**config.mk**
```make
export PLATFORM = sky130hd
export DESIGN_NAME = mips_multicycle_ctrl
export DESIGN_NICKNAME = d
export VERILOG_FILES = /design/src/rtl/mips_multicycle_ctrl.sv
export SDC_FILE = /design/constraint.sdc
export NUM_CORES = 1
export LEC_CHECK = 0
export CAP_MARGIN = 20
export CELL_PAD_IN_SITES_DETAIL_PLACEMENT = 0
export CELL_PAD_IN_SITES_GLOBAL_PLACEMENT = 1
export CORE_ASPECT_RATIO = 1.1
export CORE_UTILIZATION = 23
export DETAILED_ROUTE_END_ITERATION = 6
export GPL_ROUTABILITY_DRIVEN = 0
export GPL_TIMING_DRIVEN = 0
export PLACE_DENSITY = 0.76
export REMOVE_ABC_BUFFERS = 1
export SKIP_CTS_REPAIR_TIMING = 1
export SLEW_MARGIN = 0
export SYNTH_ARGS = -nofsm -noshare
export SYNTH_HDL_FRONTEND = slang
export SYNTH_SLANG_ARGS = --single-unit
```
**constraint.sdc**
```tcl
create_clock -name clk -period 1.5 [get_ports clk]
set_input_delay 0.3 -clock clk [delete_from_list [all_inputs] [get_ports clk]]
set_output_delay 0.3 -clock clk [all_outputs]
set_load 0.01 [all_outputs]
```
**src/rtl/mips_multicycle_ctrl.sv**
```systemverilog
// Multicycle MIPS control FSM: decodes opcode/funct/zero into datapath selects,
// enables and ALU control, and handshakes with a variable-latency memory.
module mips_multicycle_ctrl (
  input  logic       clk,
  input  logic       reset,
  input  logic [5:0] opcode,
  input  logic [5:0] funct,
  input  logic       zero,
  input  logic       mem_ready,
  output logic       mem_req,
  output logic       mem_write,
  output logic       iord,
  output logic       ir_write,
  output logic       pc_en,
  output logic [1:0] pc_src,
  output logic       alu_src_a,
  output logic [1:0] alu_src_b,
  output logic [2:0] alu_control,
  output logic       reg_dst,
  output logic       mem_to_reg,
  output logic       reg_write,
  output logic       illegal,
  output logic [3:0] state
);

  typedef enum logic [3:0] {
    FETCH    = 4'd0,
    DECODE   = 4'd1,
    MEMADR   = 4'd2,
    MEMRD    = 4'd3,
    MEMWB    = 4'd4,
    MEMWR    = 4'd5,
    RTYPEEX  = 4'd6,
    RTYPEWB  = 4'd7,
    BRANCHEX = 4'd8,
    ADDIEX   = 4'd9,
    ADDIWB   = 4'd10,
    JEX      = 4'd11
  } state_t;

  localparam logic [2:0] ALU_ADD = 3'b001;
  localparam logic [2:0] ALU_SUB = 3'b101;
  localparam logic [2:0] ALU_AND = 3'b011;
  localparam logic [2:0] ALU_OR  = 3'b010;
  localparam logic [2:0] ALU_SLT = 3'b111;

  state_t cur, nxt;

  always_ff @(posedge clk or posedge reset) begin
    if (reset) cur <= FETCH;
    else       cur <= nxt;
  end

  assign state = cur;

  always_comb begin
    nxt         = FETCH;
    mem_req     = 1'b0;
    mem_write   = 1'b0;
    iord        = 1'b0;
    ir_write    = 1'b0;
    pc_en       = 1'b0;
    pc_src      = 2'b00;
    alu_src_a   = 1'b0;
    alu_src_b   = 2'b00;
    alu_control = ALU_ADD;
    reg_dst     = 1'b0;
    mem_to_reg  = 1'b0;
    reg_write   = 1'b0;
    illegal     = 1'b0;
    case (cur)
      FETCH: begin
        mem_req   = 1'b1;
        alu_src_b = 2'b01;
        ir_write  = mem_ready;
        pc_en     = mem_ready;
        nxt       = mem_ready ? DECODE : FETCH;
      end
      DECODE: begin
        alu_src_b = 2'b11;
        case (opcode)
          6'b100011, 6'b101011: nxt = MEMADR;
          6'b000000:            nxt = RTYPEEX;
          6'b000100, 6'b000101: nxt = BRANCHEX;
          6'b001000:            nxt = ADDIEX;
          6'b000010:            nxt = JEX;
          default:              illegal = 1'b1;
        endcase
      end
      MEMADR: begin
        alu_src_a = 1'b1;
        alu_src_b = 2'b10;
        nxt       = (opcode == 6'b100011) ? MEMRD : MEMWR;
      end
      MEMRD: begin
        mem_req = 1'b1;
        iord    = 1'b1;
        nxt     = mem_ready ? MEMWB : MEMRD;
      end
      MEMWB: begin
        mem_to_reg = 1'b1;
        reg_write  = 1'b1;
      end
      MEMWR: begin
        mem_req   = 1'b1;
        mem_write = 1'b1;
        iord      = 1'b1;
        nxt       = mem_ready ? FETCH : MEMWR;
      end
      RTYPEEX: begin
        alu_src_a = 1'b1;
        nxt       = RTYPEWB;
        case (funct)
          6'b100000: alu_control = ALU_ADD;
          6'b100010: alu_control = ALU_SUB;
          6'b100100: alu_control = ALU_AND;
          6'b100101: alu_control = ALU_OR;
          6'b101010: alu_control = ALU_SLT;
          default: begin
            illegal = 1'b1;
            nxt     = FETCH;
          end
        endcase
      end
      RTYPEWB: begin
        reg_dst   = 1'b1;
        reg_write = 1'b1;
      end
      BRANCHEX: begin
        alu_src_a   = 1'b1;
        alu_control = ALU_SUB;
        pc_src      = 2'b01;
        pc_en       = (opcode == 6'b000100) ? zero : ~zero;
      end
      ADDIEX: begin
        alu_src_a = 1'b1;
        alu_src_b = 2'b10;
        nxt       = ADDIWB;
      end
      ADDIWB: reg_write = 1'b1;
      JEX: begin
        pc_src = 2'b10;
        pc_en  = 1'b1;
      end
      default: nxt = FETCH;
    endcase
    // Reset masks every strobe; state is already FETCH so selects match FETCH.
    if (reset) begin
      mem_req   = 1'b0;
      mem_write = 1'b0;
      ir_write  = 1'b0;
      pc_en     = 1'b0;
      reg_write = 1'b0;
      illegal   = 1'b0;
    end
  end

endmodule

```
* After elaboration in Yosys (flattened, before gate mapping)
Index checks and enable logic that the tools add are counted.
** Cells by class
- Add/subtract/negate cells :: 0
- Multiply operators :: 0
- Divide/modulo/power cells :: 0
- Magnitude comparators :: 0
- Equal/unequal tests :: 22
- Shifts and indexed selects :: 0
- Muxes and demuxes :: 30
- Bitwise logic cells :: 1
- Reductions and logical operators :: 11
** Operator list (number)
- $eq A6 B6 Y1 const B :: 7
- $pmux W4 S7 :: 1
- $pmux W4 S5 :: 1
- $mux W1 :: 18
- $eq A4 B3 Y1 const B :: 4
- $eq A4 B4 Y1 const B :: 4
- $eq A6 B3 Y1 const B :: 2
- $mux W3 :: 4
- $pmux W3 S4 :: 1
- $eq A4 B2 Y1 const B :: 2
- $reduce_or A2 Y1 :: 4
- $reduce_or A7 Y1 :: 1
- $eq A6 B2 Y1 const B :: 1
- $eq A6 B4 Y1 const B :: 1
- $logic_not A6 Y1 :: 1
- $pmux W2 S3 :: 1
- $pmux W3 S2 :: 1
- $reduce_or A3 Y1 :: 2
- $reduce_or A5 Y1 :: 1
- $eq A4 B1 Y1 const B :: 1
- $logic_not A4 Y1 :: 1
- $pmux W2 S2 :: 1
- $reduce_or A4 Y1 :: 1
- $pmux W1 S3 :: 1
- other kinds (2) :: 2
** Storage, ports and cells
- Register bits after elaboration :: 4
- Latch bits :: 0
- RAM bits :: 0
- Memory bits (read-only) :: 0
- Input port bits :: 16
- Output and inout port bits :: 21
- Logic and storage cells :: 65
- Memories :: 0

* Longest topological paths before layout
Gate-level depths: netlist (run 1).
- Depth in word-level cells :: 5
- Depth in mapped cells :: 5
- Gate-level depth less buffers :: 4

* Worst setup path after synthesis (run 1)
OpenSTA, ideal clock, no wires.
- Kind :: register to output
- From :: register cur[2] (netlist: state[2])
- To :: output pc_en
- Data arrival time :: 1.395 ns
- Data required time :: 1.200 ns
- Slack :: -0.195 ns
- Cell stages (with the launch flop) :: 5
- Buffers on the path :: 1
- Path through :: dfrtp_1 > buf_6 > nand2b_1 > nor3_1 > a32o_1
** On the way
- Word-level cells in the longest chain between the ends :: 3
- Elaborated cells on any way between the ends :: 5
- Those cells by class :: eq/ne: 2; mux: 2; reduce/logical: 1
** Ends and longest elaborated chain
- from (decl) :: line 47 : state_t cur, nxt;
- from (signal assigned) :: line 51 : else cur <= nxt;
- $eq A4 B4 Y1 or $logic_not A4 Y1 (tied branches) :: line 71 : case (cur)
- $pmux W1 S3 * :: line 71
- $mux W1 * :: line 148 : if (reset) begin
- to (decl) :: line 14 : output logic pc_en,
Every way passes the cells marked *; elsewhere a longest branch is shown, timed or not.

* Worst setup path after layout (run 1)
- From :: register cur[3] (netlist: state[3])
- To :: output alu_control[0]
** On the way
- Word-level cells in the longest chain between the ends :: 2
- Elaborated cells on any way between the ends :: 3
- Those cells by class :: eq/ne: 2; mux: 1
** Ends and longest elaborated chain
- $eq A4 B4 Y1 or $eq A4 B3 Y1 (tied branches) :: line 71
- $pmux W3 S2 * :: line 71
- to (decl) :: line 18 : output logic [2:0] alu_control,
Marks and branches as above.

==> results.sh, run 1 <==
export IMPL_slowest_stage="dfrtp_2"
export IMPL_syn_avg_cell_area_um2=6.94
export IMPL_finalHoldViolCount=0
export IMPL_startpoint_type="register"
export IMPL_ys_ff_latch=4
export IMPL_clock_path_buffers=2
export IMPL_slew_headroom_pct=74.8
export IMPL_antenna_found_initial=0
export IMPL_drtPass1Iterations=4
export IMPL_synthArstFlopShare_pct=100
export IMPL_vias=923
export IMPL_power_density_nw_per_um2=517
export IMPL_synth_area_top_cells="dfrtp_1 15%, nor2_1 8.9%, nor3_1 6.7%"
export IMPL_synth_top_cell_area_share_pct=14.9
export IMPL_clk_latency_ns=0.24
export IMPL_drv_cap=0
export IMPL_synth_edf_count=0
export IMPL_p_leak_nw=0.703
export IMPL_avgViaCountPerCell=4.99
export IMPL_clkPwrFrac_pct=20.7
export IMPL_p_int_w=0.000418
export IMPL_ys_top_cells_by_count="16 x nor2_1, 9 x nor3_1, 6 x a21oi_1, 6 x nor2b_1, 6 x o21ai_0"
export IMPL_fmax_mhz=495
export IMPL_cts_clk_slew_worst_paths_ns=0.04
export IMPL_cts_sinks=4
export IMPL_crit_type="reg -> out"
export IMPL_finalNetCount=170
export IMPL_post_route_period_util_pct=135
export IMPL_wl_per_cell_um=13.4
export IMPL_arrival_ns=1.72
export IMPL_fillerInstances=279
export IMPL_cts_root_buf="clkbuf_4"
export IMPL_status="complete, but fails checks"
export IMPL_place_hpwl_mm=1.60
export IMPL_holdWs_ns=0.0930
export IMPL_slew_violations=0
export IMPL_start_util_pct=24.2
export IMPL_n_antenna_cell=0
export IMPL_peakVddDrop_mv=0.297
export IMPL_cp_required_ns=1.20
export IMPL_ant_nets=0
export IMPL_grt_usage_pct=14.7
export IMPL_period_needed_ns=2.02
export IMPL_die_area_um2=3150
export IMPL_clock_skew_ns=0.00451
export IMPL_h_tree_depth=1
export IMPL_grt_max_degree=18
export IMPL_drive_gt1_share_pct=48.0
export IMPL_setup_slack_ns=-0.521
export IMPL_end_kind="output pin"
export IMPL_synth_cell_types=33
export IMPL_cts_buffers=3
export IMPL_drt_wl_total_mm=2.49
export IMPL_netlist_instances=97
export IMPL_report_power_total_w=0.000680
export IMPL_critical_path_max_fanout=7
export IMPL_portBuffers=36
export IMPL_grt_remaining_overflow=0
export IMPL_core_um2=2780
export IMPL_p_sw_share_pct=38.6
export IMPL_die_w_um=53.6
export IMPL_drt_iter0_markers=12
export IMPL_yosysSeqAreaShare_pct=14.9
export IMPL_crit_chain="nand2b_4, or3_4, or3_1, buf_2"
export IMPL_setup_viol_count_final=18
export IMPL_share_seq_of_total_power_pct=19.9
export IMPL_placementRows=20
export IMPL_cts_tree="done"
export IMPL_synth_largest_area_cell="dfrtp_1"
export IMPL_ys_warn_count=0
export IMPL_violations="setup timing"
export IMPL_syn_to_final_growth_pct=95.4
export IMPL_grt_pass1_vias=813
export IMPL_drcViolationCount=0
export IMPL_synth_most_common_cell="nor2_1"
export IMPL_slowest_delay_ns=0.44
export IMPL_grt_pass1_wl_mm=3.50
export IMPL_die_h_um=58.7
export IMPL_largest_register_ffs=4
export IMPL_hold_path_class="in -> async"
export IMPL_synth_ff_type="dfrtp_1"
export IMPL_tightest_slew_ns=0.377
export IMPL_synth_area_um2=673
export IMPL_switchingPower_w=0.000263
export IMPL_ios=37
export IMPL_fin_util_pct=47.3
export IMPL_rsz0062_at_grt="true"
export IMPL_comb_power_share_pct=59.4
[cells in the final DEF, fill, tap and decap left out, types with 4 or more instances in the layout]
| cell | n |
|---|---|
| nand2_1 | 4 |
| dfrtp_2 | 4 |
| a21oi_1 | 5 |
| buf_2 | 12 |
| nor2_1 | 15 |
| nor3_2 | 5 |
| clkbuf_2 | 5 |
| dlymetal6s2s_1 | 14 |
| nand2b_4 | 5 |
| buf_4 | 18 |
| nor2b_1 | 5 |
| nor3_1 | 4 |
| buf_6 | 4 |
| nand3_1 | 4 |
[area by class of cell]
type	instances	area [um^2]	share of cell area, %
multi-input cells	86	653	49.7
well taps	33	41.3	3.14
inverters	2	7.51	0.571
clock buffers	3	22.5	1.71
repair buffers	57	485	36.9
flip-flops and latches	4	105	7.99
[metrics by stage]
step | std cells | setup slack, ns | TNS, ns | instance area [um^2]
final | 185 | -0.521 | -3.87 | 1320
after global routing | 185 | -0.565 | -4.84 | 1320
after floorplan | 92 | -0.320 | -1.28 | 634
after global placement | 161 | -1.11 | -11.94 | 1040
after detailed placement | 161 | -1.13 | -12.17 | 1040
after CTS | 164 | -1.17 | -16.14 | 1060
[power groups by stage]
stage / sequential, W / clock (W) / combinational (W)
after floorplan: 0.000148 / 0 / 0.000138
final: 0.000136 / 0.000141 / 0.000404
after global routing: 0.000137 / 0.000150 / 0.000436
after detailed placement: 0.000154 / 0 / 0.000298
after global placement: 0.000153 / 0 / 0.000299
after CTS: 0.000152 / 0.000139 / 0.000301
[final timing paths]
| kind | start | endpoint | slack, ns | cells after the start |
|---|---|---|---|---|
| min in group clk | opcode[3] | state[1] | 0.43 | 4 |
| worst max-delay path | state[3] | alu_control[0] | -0.52 | 4 |
| worst min register to register | state[3] | state[0] | 0.59 | 1 |
| worst max register to register | state[0] | state[2] | -0.09 | 6 |
| worst min-delay path | reset | state[3] | 0.09 | 2 |
| max in group asynchronous | reset | state[2] | 1.25 | 2 |
[worst max-delay path, delay by kind of cell (launching register included)]
kind	cells	cell delay, ns
AND/OR/NAND/NOR	3	0.89
flip-flops	1	0.44
buffers and inverters	1	0.14
[layer usage]
layer  global-route usage [%]  vias to the layer above  part of all wire, %
met3                     1.81                        2                  4.5
met5                        0                        -                    0
li1                         -                      466                    -
met1                     20.1                      425                   43
met2                     23.6                       30                   52
met4                     4.51                        0                 0.56
[cell families after synthesis]
logic type / count (synthesis) / share of synthesized area, %
buf+inv: 7 / 6.88
flops: 4 / 14.9
mux: 2 / 3.16
compound gates: 23 / 22.1
simple gates: 58 / 49.1
xor+xnor: 3 / 3.90
Power figures use the tool's default switching activity.
==> run 2, diff against run 1 <==
--- a/config.mk
+++ b/config.mk
@@ -13,7 +13,7 @@
 export DETAILED_ROUTE_END_ITERATION = 6
 export GPL_ROUTABILITY_DRIVEN = 0
 export GPL_TIMING_DRIVEN = 0
-export PLACE_DENSITY = 0.76
+export PLACE_DENSITY_LB_ADDON = 0.1
 export REMOVE_ABC_BUFFERS = 1
 export SKIP_CTS_REPAIR_TIMING = 1
 export SLEW_MARGIN = 0
==> run 2 against run 1 <==
  * The flow still finishes with violations (setup timing)
  * Maximum frequency about the same
  * Hold slack gained 0.030 ns
  * Register-to-register slack better by 0.11 ns
  * Worst setup slack lost 0.00078 ns
  * Utilization up 1.7 points
  * Sequential power barely moved
  * Count of clock-buffer cells in the layout unchanged
  * Combinational power grew 3%
  * Cell count increased by 1.1%
  * Via count up 2.4%
  * Critical path type unchanged
  * Largest power group unchanged
==> results.sh, run 2 (synthesized netlist as in run 1, its figures left out) <==
export IMPL_drt_iter0_markers=7
export IMPL_arrival_ns=1.72
export IMPL_core_um2=2780
export IMPL_largest_register_ffs=4
export IMPL_drcViolationCount=0
export IMPL_rsz0062_at_grt="true"
export IMPL_placed_cells=161
export IMPL_slew_violations=0
export IMPL_die_w_um=53.6
export IMPL_post_route_period_util_pct=135
export IMPL_setup_viol_count_final=17
export IMPL_place_hpwl_mm=1.66
export IMPL_clock_path_buffers=2
export IMPL_die_h_um=58.7
export IMPL_cts_buffers=3
export IMPL_wl_per_cell_um=13.6
export IMPL_n_antenna_cell=0
export IMPL_postPlaceCellArea_um2=1040
export IMPL_start_util_pct=24.2
export IMPL_drtPass1Iterations=3
export IMPL_drt_wl_total_mm=2.55
export IMPL_report_power_total_w=0.000685
export IMPL_slew_headroom_pct=68.4
export IMPL_cts_clk_slew_worst_paths_ns=0.04
export IMPL_grt_usage_pct=13.7
export IMPL_h_tree_depth=1
export IMPL_grt_remaining_overflow=0
export IMPL_grt_pass1_wl_mm=3.20
export IMPL_end_kind="output pin"
export IMPL_ios=37
export IMPL_seq_area_um2=105
export IMPL_drv_cap=0
export IMPL_slowest_stage="dfrtp_2"
export IMPL_drive_gt1_share_pct=51.3
export IMPL_finalHoldViolCount=0
export IMPL_tightest_slew_ns=0.473
export IMPL_instances_no_fill=187
export IMPL_portBuffers=36
export IMPL_p_leak_nw=0.686
export IMPL_layout_common_cells="19 x buf_4, 16 x buf_2, 13 x dlymetal6s2s_1"
export IMPL_final_area_um2=1360
export IMPL_cts_root_buf="clkbuf_4"
export IMPL_antenna_found_initial=0
export IMPL_fmax_mhz=495
export IMPL_status="complete, but fails checks"
export IMPL_ant_nets=0
export IMPL_clock_skew_ns=0.00264
export IMPL_grt_pass1_vias=692
export IMPL_startpoint_type="register"
export IMPL_placementRows=20
export IMPL_cpLargestDelayFamily="simple AND/OR/NAND/NOR gates"
export IMPL_violations="setup timing"
export IMPL_dp_slack_ns=-1.11
export IMPL_slowest_delay_ns=0.43
export IMPL_avgViaCountPerCell=5.05
export IMPL_cts_sinks=4
export IMPL_die_area_um2=3150
export IMPL_grt_max_degree=18
export IMPL_peakVddDrop_mv=0.309
export IMPL_multiInputGateArea_um2=691
export IMPL_cp_required_ns=1.20
export IMPL_finalNetCount=172
export IMPL_power_density_nw_per_um2=503
export IMPL_crit_type="reg -> out"
export IMPL_cts_tree="done"
export IMPL_hold_path_class="in -> async"
export IMPL_clk_latency_ns=0.23
export IMPL_crit_chain="nand2b_4, or3_4, or3_1, buf_2"
export IMPL_fin_tns_setup_ns=-4.54
export IMPL_syn_to_final_growth_pct=102
export IMPL_setup_slack_ns=-0.522
export IMPL_mostFrequentLayoutCell="buf_4"
export IMPL_period_needed_ns=2.02
export IMPL_critical_path_max_fanout=5
export IMPL_cp_num_buf_inv=1
export IMPL_vias=945
export IMPL_fillerInstances=273
==> run 2: metrics by stage <==
step	util, %	hold slack, ns
6_report	49.1	0.123
3_3_place_gp	37.3	0.759
3_5_place_dp	37.3	0.747
5_1_grt	49.1	0.129
4_1_cts	38.1	0.510
2_1_floorplan	-	0.0827
==> run 2: final cells by class <==
type	count	share of cell area, %
tap	33	3.03
inverter	2	0.551
clock buffer	3	1.65
sequential	4	7.71
timing repair buffer	59	36.4
multi-input combinational	86	50.7
==> run 2: power breakdown <==
part           switching (W)  total, W  internal (W)  leakage, nW
Sequential         0.0000188  0.000138      0.000120       0.0479
Clock              0.0000412  0.000130     0.0000892       0.0138
Combinational       0.000205  0.000416      0.000211        0.624
Total               0.000265  0.000685      0.000420        0.686
==> run 2: routing by layer <==
layer | wire length (um) | vias up | global-route usage (%)
li1 | - | 472 | -
met4 | 18 | 0 | 2.26
met1 | 1100 | 446 | 17.6
met5 | 0 | - | 0
met2 | 1310 | 25 | 23.2
met3 | 113 | 2 | 3.10
==> run 2: final timing paths <==
| check | from | endpoint | slack, ns | cells after the start |
|---|---|---|---|---|
| worst max register to register | state[2] | state[2] | 0.02 | 5 |
| max in group asynchronous | reset | state[2] | 1.21 | 2 |
| worst max-delay path | state[0] | alu_control[0] | -0.52 | 4 |
| min in group clk | opcode[2] | state[3] | 0.58 | 4 |
| worst min register to register | state[3] | state[2] | 0.62 | 1 |
| worst min-delay path | reset | state[0] | 0.12 | 2 |
